**config.mk**
```make
export PLATFORM = sky130hd
export DESIGN_NAME = dec_bin_encoder_flat
export DESIGN_NICKNAME = d
export VERILOG_FILES = /design/src/rtl/dec_bin_encoder_if.sv /design/src/rtl/dec_bin_encoder.sv /design/src/flat_wrapper.sv
export SDC_FILE = /design/constraint.sdc
export NUM_CORES = 1
export LEC_CHECK = 0
export CAP_MARGIN = 20
export CORE_MARGIN = 3
export CORE_UTILIZATION = 55
export DETAILED_ROUTE_END_ITERATION = 16
export PLACE_DENSITY = 0.79
export RECOVER_POWER = 25
export SLEW_MARGIN = 20
export SYNTH_ARGS = -nofsm -noshare
export SYNTH_HDL_FRONTEND = slang
export SYNTH_SLANG_ARGS = --single-unit
```
**constraint.sdc**
```tcl
create_clock -name clock -period 2.6 [get_ports clock]
set_input_delay 0.26 -clock clock [delete_from_list [all_inputs] [get_ports clock]]
set_output_delay 0.26 -clock clock [all_outputs]
set_load 0.005 [all_outputs]
```
**src/rtl/dec_bin_encoder_if.sv**
```systemverilog
// Digit-entry and result bus for the decimal-to-binary encoder.
interface dec_bin_encoder_if;
  logic [3:0] digit_in;
  logic       digit_valid;
  logic       digit_ready;
  logic       commit;
  logic       clear;
  logic [7:0] bin_out;
  logic       bin_valid;
  logic       overflow;
  logic       bad_digit;
  logic [1:0] digit_count;

  modport master (
    output digit_in, digit_valid, commit, clear,
    input  digit_ready, bin_out, bin_valid, overflow, bad_digit, digit_count
  );

  modport slave (
    input  digit_in, digit_valid, commit, clear,
    output digit_ready, bin_out, bin_valid, overflow, bad_digit, digit_count
  );
endinterface

```
**src/rtl/dec_bin_encoder.sv**
```systemverilog
// Serial BCD digit entry (MSD first) accumulated as acc*10+digit, emitted as a
// saturated 8-bit value with overflow and bad-digit flags on commit.
module dec_bin_encoder #(
  parameter int unsigned MAX_DIGITS = 3,
  parameter int unsigned ACC_WIDTH  = 10
) (
  input  logic clock,
  input  logic reset_n,
  dec_bin_encoder_if.slave bus
);

  typedef enum logic [1:0] {IDLE, ACC, EMIT} state_t;

  localparam logic [1:0]           MAX_CNT  = 2'(MAX_DIGITS);
  localparam logic [ACC_WIDTH-1:0] BYTE_MAX = ACC_WIDTH'(255);

  state_t               state;
  logic [ACC_WIDTH-1:0] acc;
  logic [ACC_WIDTH-1:0] acc_next;
  logic [1:0]           count;
  logic [3:0]           hold;
  logic                 pending;
  logic                 bad;
  logic                 ready;
  logic                 accept;
  logic [7:0]           bin_q;
  logic                 valid_q;
  logic                 ovf_q;
  logic                 bad_q;

  // Ready is gated by reset and clear so no digit is taken while either is active.
  always_comb begin
    ready    = reset_n && !bus.clear && (state == IDLE) && (count < MAX_CNT);
    accept   = ready && bus.digit_valid;
    acc_next = (acc << 3) + (acc << 1) + ACC_WIDTH'(hold);
  end

  always_ff @(posedge clock or negedge reset_n) begin
    if (!reset_n) begin
      state   <= IDLE;
      acc     <= '0;
      count   <= '0;
      hold    <= '0;
      pending <= 1'b0;
      bad     <= 1'b0;
      bin_q   <= '0;
      valid_q <= 1'b0;
      ovf_q   <= 1'b0;
      bad_q   <= 1'b0;
    end else begin
      valid_q <= 1'b0;
      if (bus.clear) begin
        state   <= IDLE;
        acc     <= '0;
        count   <= '0;
        pending <= 1'b0;
        bad     <= 1'b0;
      end else begin
        case (state)
          IDLE: begin
            if (accept) begin
              hold    <= bus.digit_in;
              pending <= bus.commit;
              state   <= ACC;
            end else if (bus.commit) begin
              state <= EMIT;
            end
          end
          ACC: begin
            if (hold <= 4'd9) acc <= acc_next;
            else              bad <= 1'b1;
            count   <= count + 2'd1;
            pending <= 1'b0;
            // A commit arriving during ACC is folded straight into the next-state choice.
            state   <= (pending || bus.commit) ? EMIT : IDLE;
          end
          EMIT: begin
            bin_q   <= (acc > BYTE_MAX) ? 8'hFF : acc[7:0];
            ovf_q   <= (acc > BYTE_MAX);
            bad_q   <= bad;
            valid_q <= 1'b1;
            acc     <= '0;
            count   <= '0;
            pending <= 1'b0;
            bad     <= 1'b0;
            state   <= IDLE;
          end
          default: state <= IDLE;
        endcase
      end
    end
  end

  assign bus.digit_ready = ready;
  assign bus.bin_out     = bin_q;
  assign bus.bin_valid   = valid_q;
  assign bus.overflow    = ovf_q;
  assign bus.bad_digit   = bad_q;
  assign bus.digit_count = count;

endmodule

```
**src/flat_wrapper.sv**
```systemverilog
// flat-port wrapper written by rule: the top's interface ports become plain ports
module dec_bin_encoder_flat 
#(
  parameter int unsigned MAX_DIGITS = 3,
  parameter int unsigned ACC_WIDTH  = 10
)
  (clock, reset_n, bus_digit_in, bus_digit_valid, bus_commit, bus_clear, bus_digit_ready, bus_bin_out, bus_bin_valid, bus_overflow, bus_bad_digit, bus_digit_count);
  dec_bin_encoder_if bus_i ();
  input  logic clock;
  input  logic reset_n;
  input wire logic [$bits(bus_i.digit_in)-1:0] bus_digit_in;
  input wire logic [$bits(bus_i.digit_valid)-1:0] bus_digit_valid;
  input wire logic [$bits(bus_i.commit)-1:0] bus_commit;
  input wire logic [$bits(bus_i.clear)-1:0] bus_clear;
  output wire logic [$bits(bus_i.digit_ready)-1:0] bus_digit_ready;
  output wire logic [$bits(bus_i.bin_out)-1:0] bus_bin_out;
  output wire logic [$bits(bus_i.bin_valid)-1:0] bus_bin_valid;
  output wire logic [$bits(bus_i.overflow)-1:0] bus_overflow;
  output wire logic [$bits(bus_i.bad_digit)-1:0] bus_bad_digit;
  output wire logic [$bits(bus_i.digit_count)-1:0] bus_digit_count;
  assign bus_i.digit_in = bus_digit_in;
  assign bus_i.digit_valid = bus_digit_valid;
  assign bus_i.commit = bus_commit;
  assign bus_i.clear = bus_clear;
  assign bus_digit_ready = bus_i.digit_ready;
  assign bus_bin_out = bus_i.bin_out;
  assign bus_bin_valid = bus_i.bin_valid;
  assign bus_overflow = bus_i.overflow;
  assign bus_bad_digit = bus_i.bad_digit;
  assign bus_digit_count = bus_i.digit_count;
  dec_bin_encoder #(.MAX_DIGITS(MAX_DIGITS), .ACC_WIDTH(ACC_WIDTH)) u_core (.clock(clock), .reset_n(reset_n), .bus(bus_i));
endmodule
```
==> results by group, run 1 <==
Yosys
  – Async SR Flop Fraction: 1.00
  – Count of cell types in the netlist: slightly above 40
  – Sequential fraction of the synthesis area: 0.429
  – Post-synth EDFFs: 0
  – Top FF cell, synth: dfrtp_1
  – Synth area leaders: dfrtp_1 43%, ha_1 12%, nand2_1 5.4%
  – Most frequently used cell type in the post-synthesis netlist: dfrtp_1
  – Share of the synthesized area in the top cell type: 0.429
  – Synthesized area: between 0.0015 and 0.002 mm2
  – Ys Warns: 0
  – Synth top cells by count: 31 x dfrtp_1, 26 x nand2_1, 18 x ha_1
  – Synthesized netlist cell count: around 170
  – Syn_area_per_cell: approximately 10 um2
  – Syn nets: approximately 200
  – Post-synth top area cell: dfrtp_1
  – Seq cells post-synth: 31

Setup path
  – Reg2reg start: u_core.hold[3]$_DFFE_PN0P_
  – Cells on worst reg2reg path: 8
  – RR Endpoint: u_core.acc[8]$_DFFE_PN0P_
  – Worst Setup Path Type: reg2reg
  – FF-to-FF setup slack: between 0.2 and 0.25 ns
  – CP Data Arrival Time: 2.63 ns
  – Worst setup EP type: register
  – CP required: between 2 and 3 ns
  – Worst Path Max Fanout: 3
  – Crit start category: register

Floorplanning
  – FP Rows: 20
  – Die width: around 63 um
  – Initial core utilization: 0.582
  – IO Count: 23
  – Die area: approximately 0.004 mm2
  – Core footprint: approximately 0.0031 mm2
  – Die Span Y: 63.3 um

Layout
  – N_diodes: 0
  – Layout cell share with drive strength beyond 1: 0.128
  – Finished Cell Area: between 0.002 and 0.0025 mm2
  – Final non-filler cell total: 247
  – Area Overhead vs Synth: 19.5%
  – Fin nets: approximately 230

CTS
  – Root Driver: clkbuf_4
  – CTS sink cnt: 31
  – CTS max path bufs: 2
  – CTS clk-pin slew, worst paths: 0.10 ns
  – H-tree depth: 2
  – CTS tree: built
  – Clk Latency, worst-skew pair: approximately 0.34 ns
  – CTS Buf Count: 5

Timing
  – Final setup violation count: 0
  – Clock skew: around 0.01 ns
  – FMAX: between 400 and 500 MHz
  – Hold Fails Final Rpt: 0
  – Worst relative slew slack: -0.0441
  – Final setup TNS: 0 ns
  – Minimum clock period: around 2.4 ns
  – Slew Viols, Final: 32
  – Worst-Margin Slew: between 1.5 and 2 ns
  – Tcrit/Tclk final: 0.923
  – Final worst-path setup slack: 0.201 ns
  – RSZ-0062 raised after global routing: no

Power
  – Internal cell power: 830 uW
  – IR drop worst, VDD: 0.000450 V
  – Clk network pwr share: 0.349
  – Register share of total power: 0.478
  – Leak Pwr: 1.04 nW
  – Logic pwr share: 0.173
  – Pwr Total: about 1.1 mW
  – Switch Pwr: approximately 300 uW
  – Net Sw Frac: 0.264
  – Power per cell area: between 500 and 600 mW/mm2

Global route
  – Pin count of the biggest net entering global routing: 32
  – GRT Util Overall: 0.201
  – First-pass GRT wire length: ~6300 um
  – Total grt overflow: 0
  – Initial antenna violation count: 0
  – Vias in the first global route: approximately 1400

Detailed routing
  – Final WL: approximately 3600 um
  – Number of remaining DRC errors: 0
  – Post-route ant nets: 0
  – DR iter-0 viols: 125
  – Vias/cell: ~5.6
  – DR vias: 1373
  – WL per Instance: about 15 um
  – Initial DRT Pass Iterations: 4

Placement
  – PortBufs: 22
  – Placed cell count: between 200 and 250
  – Final Wtd Congestion: between 0.8 and 0.9
  – Area after DPL: roughly 0.0021 mm2
  – DP HPWL: roughly 2800 um
  – Pre-CTS setup slack: between 0.09 and 0.1 ns

Hold path
  – Hold endpoint: u_core.bus.bin_out[7]$_DFFE_PN0P_
  – Worst Hold Launch: u_core.bus.bin_out[7]$_DFFE_PN0P_
  – Hold Crit Depth: 2
  – Min-Delay Path Class: reg2reg

Job
  – Max-cap viol count: 1

Outcome
  – Outcome: finished, violations left
  – Failing checks: max-capacitance violations, max-slew violations
[worst max-delay path, stage by stage (launching register included)]
cell,delay [ns]
dfrtp_1,0.39
inv_1,0.07
fa_1,0.53
inv_1,0.07
fa_2,0.41
a21oi_2,0.17
o211ai_1,0.11
or3_1,0.31
a32o_1,0.24
[registers in the layout, indices dropped and copies added, names as in the netlist]
signal and flops:
u_core.acc 10, u_core.bus.bin_out 8, u_core.hold 4, u_core.bus.digit_count 2, u_core.state 2, u_core.bad 1
u_core.bus.bad_digit 1, u_core.bus.bin_valid 1, u_core.bus.overflow 1, u_core.pending 1
[worst max-delay path by stage]
stage,start,end,slack [ns],cells past startpoint
global placement,u_core.hold[3]$_DFFE_PN0P_,u_core.acc[8]$_DFFE_PN0P_,0.14,8
finish,u_core.hold[3]$_DFFE_PN0P_,u_core.acc[8]$_DFFE_PN0P_,0.20,8
global route,u_core.hold[3]$_DFFE_PN0P_,u_core.acc[8]$_DFFE_PN0P_,0.05,8
floorplan,u_core.hold[3]$_DFFE_PN0P_,u_core.acc[8]$_DFFE_PN0P_,0.22,8
CTS,u_core.hold[3]$_DFFE_PN0P_,u_core.acc[8]$_DFFE_PN0P_,0.09,8
detailed placement,u_core.hold[3]$_DFFE_PN0P_,u_core.acc[8]$_DFFE_PN0P_,0.1,8
[final cells by class]
| class | count | area, um2 |
|---|---|---|
| fill | 251 | 943 |
| clock buffer | 6 | 51.3 |
| tap | 44 | 55.1 |
| inverter | 14 | 52.6 |
| timing repair buffer | 26 | 246 |
| sequential | 31 | 776 |
| multi-input combinational | 124 | 943 |
| clock inverter | 2 | 35.0 |
[routing by layer]
layer	track usage	share of wire	up-vias
met4	0.0863	0.019	0
met5	0	0	-
li1	-	-	675
met3	0.0517	0.032	5
met2	0.331	0.48	24
met1	0.251	0.47	669
[through the flow]
step	utilization	hold WS [ns]
after floorplan	-	-0.0356
after global placement	0.665	0.458
after detailed placement	0.665	0.479
after CTS	0.693	0.367
after global routing	0.696	0.529
final	0.696	0.502
[cell usage in the layout (no fill, tap or decap), types with 2 or more instances in the layout]
master / synthesis / routed
nor2_1: 2 / 2
inv_1: 13 / 13
o21ai_0: 8 / 8
nor3_1: 3 / 3
mux2_2: 4 / 4
o211ai_1: 5 / 5
a211oi_2: 2 / 2
mux2i_1: 2 / 2
nand2_1: 26 / 26
a21oi_1: 8 / 7
a22o_1: 5 / 5
ha_1: 18 / 18
nand3_1: 11 / 11
a21oi_2: 1 / 2
clkbuf_4: 0 / 5
dfrtp_1: 31 / 31
xor2_1: 2 / 2
buf_4: 0 / 3
xnor2_1: 4 / 4
o21ai_2: 2 / 2
clkdlybuf4s50_1: 0 / 21
[cells by family after synthesis]
family	after synthesis	synth area share
mux	6	0.0360
xor+xnor	6	0.0291
fa+ha+maj	20	0.147
buf+inv	19	0.0519
compound gates	39	0.153
simple gates	53	0.154
flops	31	0.429
[power by group through the flow]
stage	combinational, mW	sequential (mW)	clock [mW]
floorplan	0.126	0.543	0
global placement	0.183	0.547	0
detailed placement	0.190	0.551	0
CTS	0.191	0.541	0.403
global route	0.220	0.543	0.422
finish	0.195	0.539	0.394
[repair_timing]
item / CTS / global route
setup endpoints to repair: 0 / 1
hold buffers: 0 / 0
gates resized for setup: 0 / 2
setup buffers: 0 / 1
Power figures use the tool's default switching activity.
==> inputs of run 2 (changes only) <==
Settings changed: CORE_UTILIZATION 55 to 59, PLACE_DENSITY 0.79 to 0.84.
Clock period 2.6 ns to 2.8 ns, I/O delays scaled along.
==> run 2 against run 1 <==
The run still ends with max-capacitance violations, max-slew violations left. Clock skew down 0.0067 ns. Critical path depth unchanged. Fmax down 5.5%. Cell area down 1.7%. Global-route usage up 4.0 points. Sequential power down 6.7%. Combinational power down 9%. First-iteration DRC count down 31%. Total power down 6.5%. Register-to-register slack better by 0.06 ns. Cell count down 6.1%. Clock power down 5.3%. Critical endpoint unchanged. Highest routed layer unchanged.
==> results by group, run 2 (same netlist as run 1, synthesis figures left out) <==
Timing
  – Final setup TNS: 0 ns (unchanged)
  – Final setup violation count: 0 (unchanged)
  – Final worst-path setup slack: 0.261 ns (+0.0600 ns)
  – Worst-Margin Slew: 1.61 ns (+0.0478 ns)
  – Hold Fails Final Rpt: 0 (unchanged)
  – RSZ-0062 raised after global routing: no
  – Slew Viols, Final: 32 (unchanged)
  – Tcrit/Tclk final: 0.907 (-0.0159)
  – Worst relative slew slack: -0.0760 (-0.0319)
  – Minimum clock period: 2.54 ns (+0.140 ns)
  – Clock skew: 0.00327 ns (-0.00671 ns)
  – Min Hold Slack: 0.498 ns (-0.00424 ns)
  – FMAX: 394 MHz (-5.5%)

Detailed routing
  – Vias/cell: 6.18 (+11%)
  – Final WL: 3900 um (+8.8%)
  – DR iter-0 viols: 86 (-31%)
  – Initial DRT Pass Iterations: 5 (+1)
  – Number of remaining DRC errors: 0 (unchanged)
  – DR vias: 1433 (+4.4%)
  – Post-route ant nets: 0 (unchanged)
  – WL per Instance: 16.8 um (+16%)

Global route
  – Initial antenna violation count: 0 (unchanged)
  – Vias in the first global route: 1321 (-6.3%)
  – First-pass GRT wire length: 6440 um (+2.1%)
  – Total grt overflow: 0 (unchanged)
  – GRT Util Overall: 0.242 (+0.0403)
  – Pin count of the biggest net entering global routing: 32 (unchanged)

Setup path
  – CP Data Arrival Time: 2.77 ns (+0.14 ns)
  – Crit start category: register
  – Worst Setup Path Type: reg2reg
  – Critical path cell sequence: inv_1, fa_1, inv_1, fa_1, a21oi_1, o211ai_1, or3_1, a32o_1
  – CP peak stage delay: 0.54 ns (about the same)
  – Worst setup EP type: register
  – Critical path buffers and inverters: 2 (unchanged)
  – CP delay by family, top: adder cells
  – Worst Path Max Fanout: 4 (+1)
  – CP required: 3.03 ns (+0.19 ns)
  – Slowest-stage cell, CP: fa_1
  – FF-to-FF setup slack: 0.26 ns (+0.06 ns)
  – Critical Path Start: u_core.hold[3]$_DFFE_PN0P_
  – Reg2reg start: u_core.hold[3]$_DFFE_PN0P_

Layout
  – Layout cell share with drive strength beyond 1: 0.109 (-0.0186)
  – FILL cells: 194 (-23%)
  – Fin nets: 229 (-0.87%)
  – Area Overhead vs Synth: 17.5%
  – Most frequent cells in the layout: 31 x dfrtp_1, 26 x nand2_1, 21 x clkdlybuf4s50_1
  – Most common cell after layout, fill and taps aside: dfrtp_1
  – Max reg flops: 10 (unchanged)
  – N_diodes: 0 (unchanged)
  – Largest Register: u_core.acc
  – Finished Cell Area: 0.00212 mm2 (-1.7%)

Hold path
  – Worst Hold Launch: u_core.bus.overflow$_DFFE_PN0P_
  – Min-Delay Path Class: reg2reg

Power
  – Logic pwr share: 0.169 (-0.004)
  – Clk network pwr share: 0.353 (+0.004)
  – Register share of total power: 0.477 (about the same)
  – IR drop worst, VDD: 0.000319 V (-29%)
  – Internal cell power: 766 uW (-7.7%)
  – Leak Pwr: 1.03 nW (-0.82%)
  – Net Sw Frac: 0.273 (+0.00938)
  – Switch Pwr: 288 uW (-3.2%)
  – Power per cell area: 497 mW/mm2 (-4.9%)

Placement
  – Pre-CTS setup slack: 0.293 ns (+0.194 ns)
  – Final Wtd Congestion: 0.895 (+4.5%)
  – PortBufs: 22 (unchanged)
  – Area after DPL: 0.00204 mm2 (-1.2%)
  – DP HPWL: 2830 um (-0.14%)

CTS
  – Root Driver: clkbuf_4
  – CTS tree: built
  – CTS sink cnt: 31 (unchanged)
  – CTS clk-pin slew, worst paths: 0.10 ns (about the same)
  – Postcts setup bufs: 0 (unchanged)
  – Post-cts sizing count: 0 (unchanged)
  – H-tree depth: 2 (unchanged)
  – CTS Hold Buffers Added: 0 (unchanged)
  – CTS max path bufs: 2 (unchanged)
  – CTS Buf Count: 5 (unchanged)
  – Clk Latency, worst-skew pair: 0.33 ns (about the same)

Floorplanning
  – Core footprint: 0.00283 mm2 (-8.8%)
  – IO Count: 23 (unchanged)
  – FP Rows: 19 (-5.0%)
  – Die Span Y: 61.3 um (-3.1%)
  – Initial core utilization: 0.639 (+0.0564)
  – Die width: 61.3 um (-3.1%)
  – Die area: 0.00376 mm2 (-6.2%)

Outcome
  – Failing checks: max-capacitance violations, max-slew violations
  – Outcome: finished, violations left

Job
  – Max-cap viol count: 1 (unchanged)
## run 2: worst register-to-register path: cells and delay by family, from the launching register on
family                   cells  cell delay, ns
adder cells (fa/ha/maj)      2            0.99
AND/OR/NAND/NOR              1            0.31
flip-flops                   1            0.42
buffers and inverters        2            0.15
AO/OA/AOI/OAI                3            0.56
## run 2: area by class of cell
cell class,count,area [um2],area share
Timing Repair Buffer,24,231,0.109
Sequential cell,31,776,0.366
Tap cell,31,38.8,0.0183
Clock buffer,6,51.3,0.0242
Clock inverter,2,35.0,0.0165
Multi-Input combinational cell,124,937,0.442
Inverter,14,52.6,0.0248
## run 2: worst paths after layout
check,endpoint,cells after the start
max,u_core.acc[8]$_DFFE_PN0P_,8
min,u_core.bus.overflow$_DFFE_PN0P_,2
max reg2reg,u_core.acc[8]$_DFFE_PN0P_,8
min reg2reg,u_core.bus.overflow$_DFFE_PN0P_,2
max in group asynchronous,u_core.acc[8]$_DFFE_PN0P_,2
min in group asynchronous,u_core.state[0]$_DFFE_PN0P_,2
## run 2: layer usage
metal  up-vias  part of all wire  global-route usage
met3         6             0.052              0.0650
li1        673                 -                   -
met2        40              0.49               0.369
met1       714              0.44               0.327
met4         0             0.020               0.100
met5         -                 0                   0
## run 2: metrics by stage
stage / utilization / instances / total power [mW]
after floorplan: - / 174 / 0.621
after global placement: 0.721 / 224 / 0.676
after detailed placement: 0.721 / 224 / 0.689
after CTS: 0.751 / 232 / 1.06
after global routing: 0.750 / 232 / 1.10
final: 0.750 / 232 / 1.05
## run 2: power groups by stage
stage,clock [mW],combinational [mW],sequential [mW]
global placement,0,0.168,0.508
global route,0.398,0.199,0.506
finish,0.373,0.178,0.503
CTS,0.377,0.180,0.502
floorplan,0,0.117,0.504
detailed placement,0,0.178,0.511
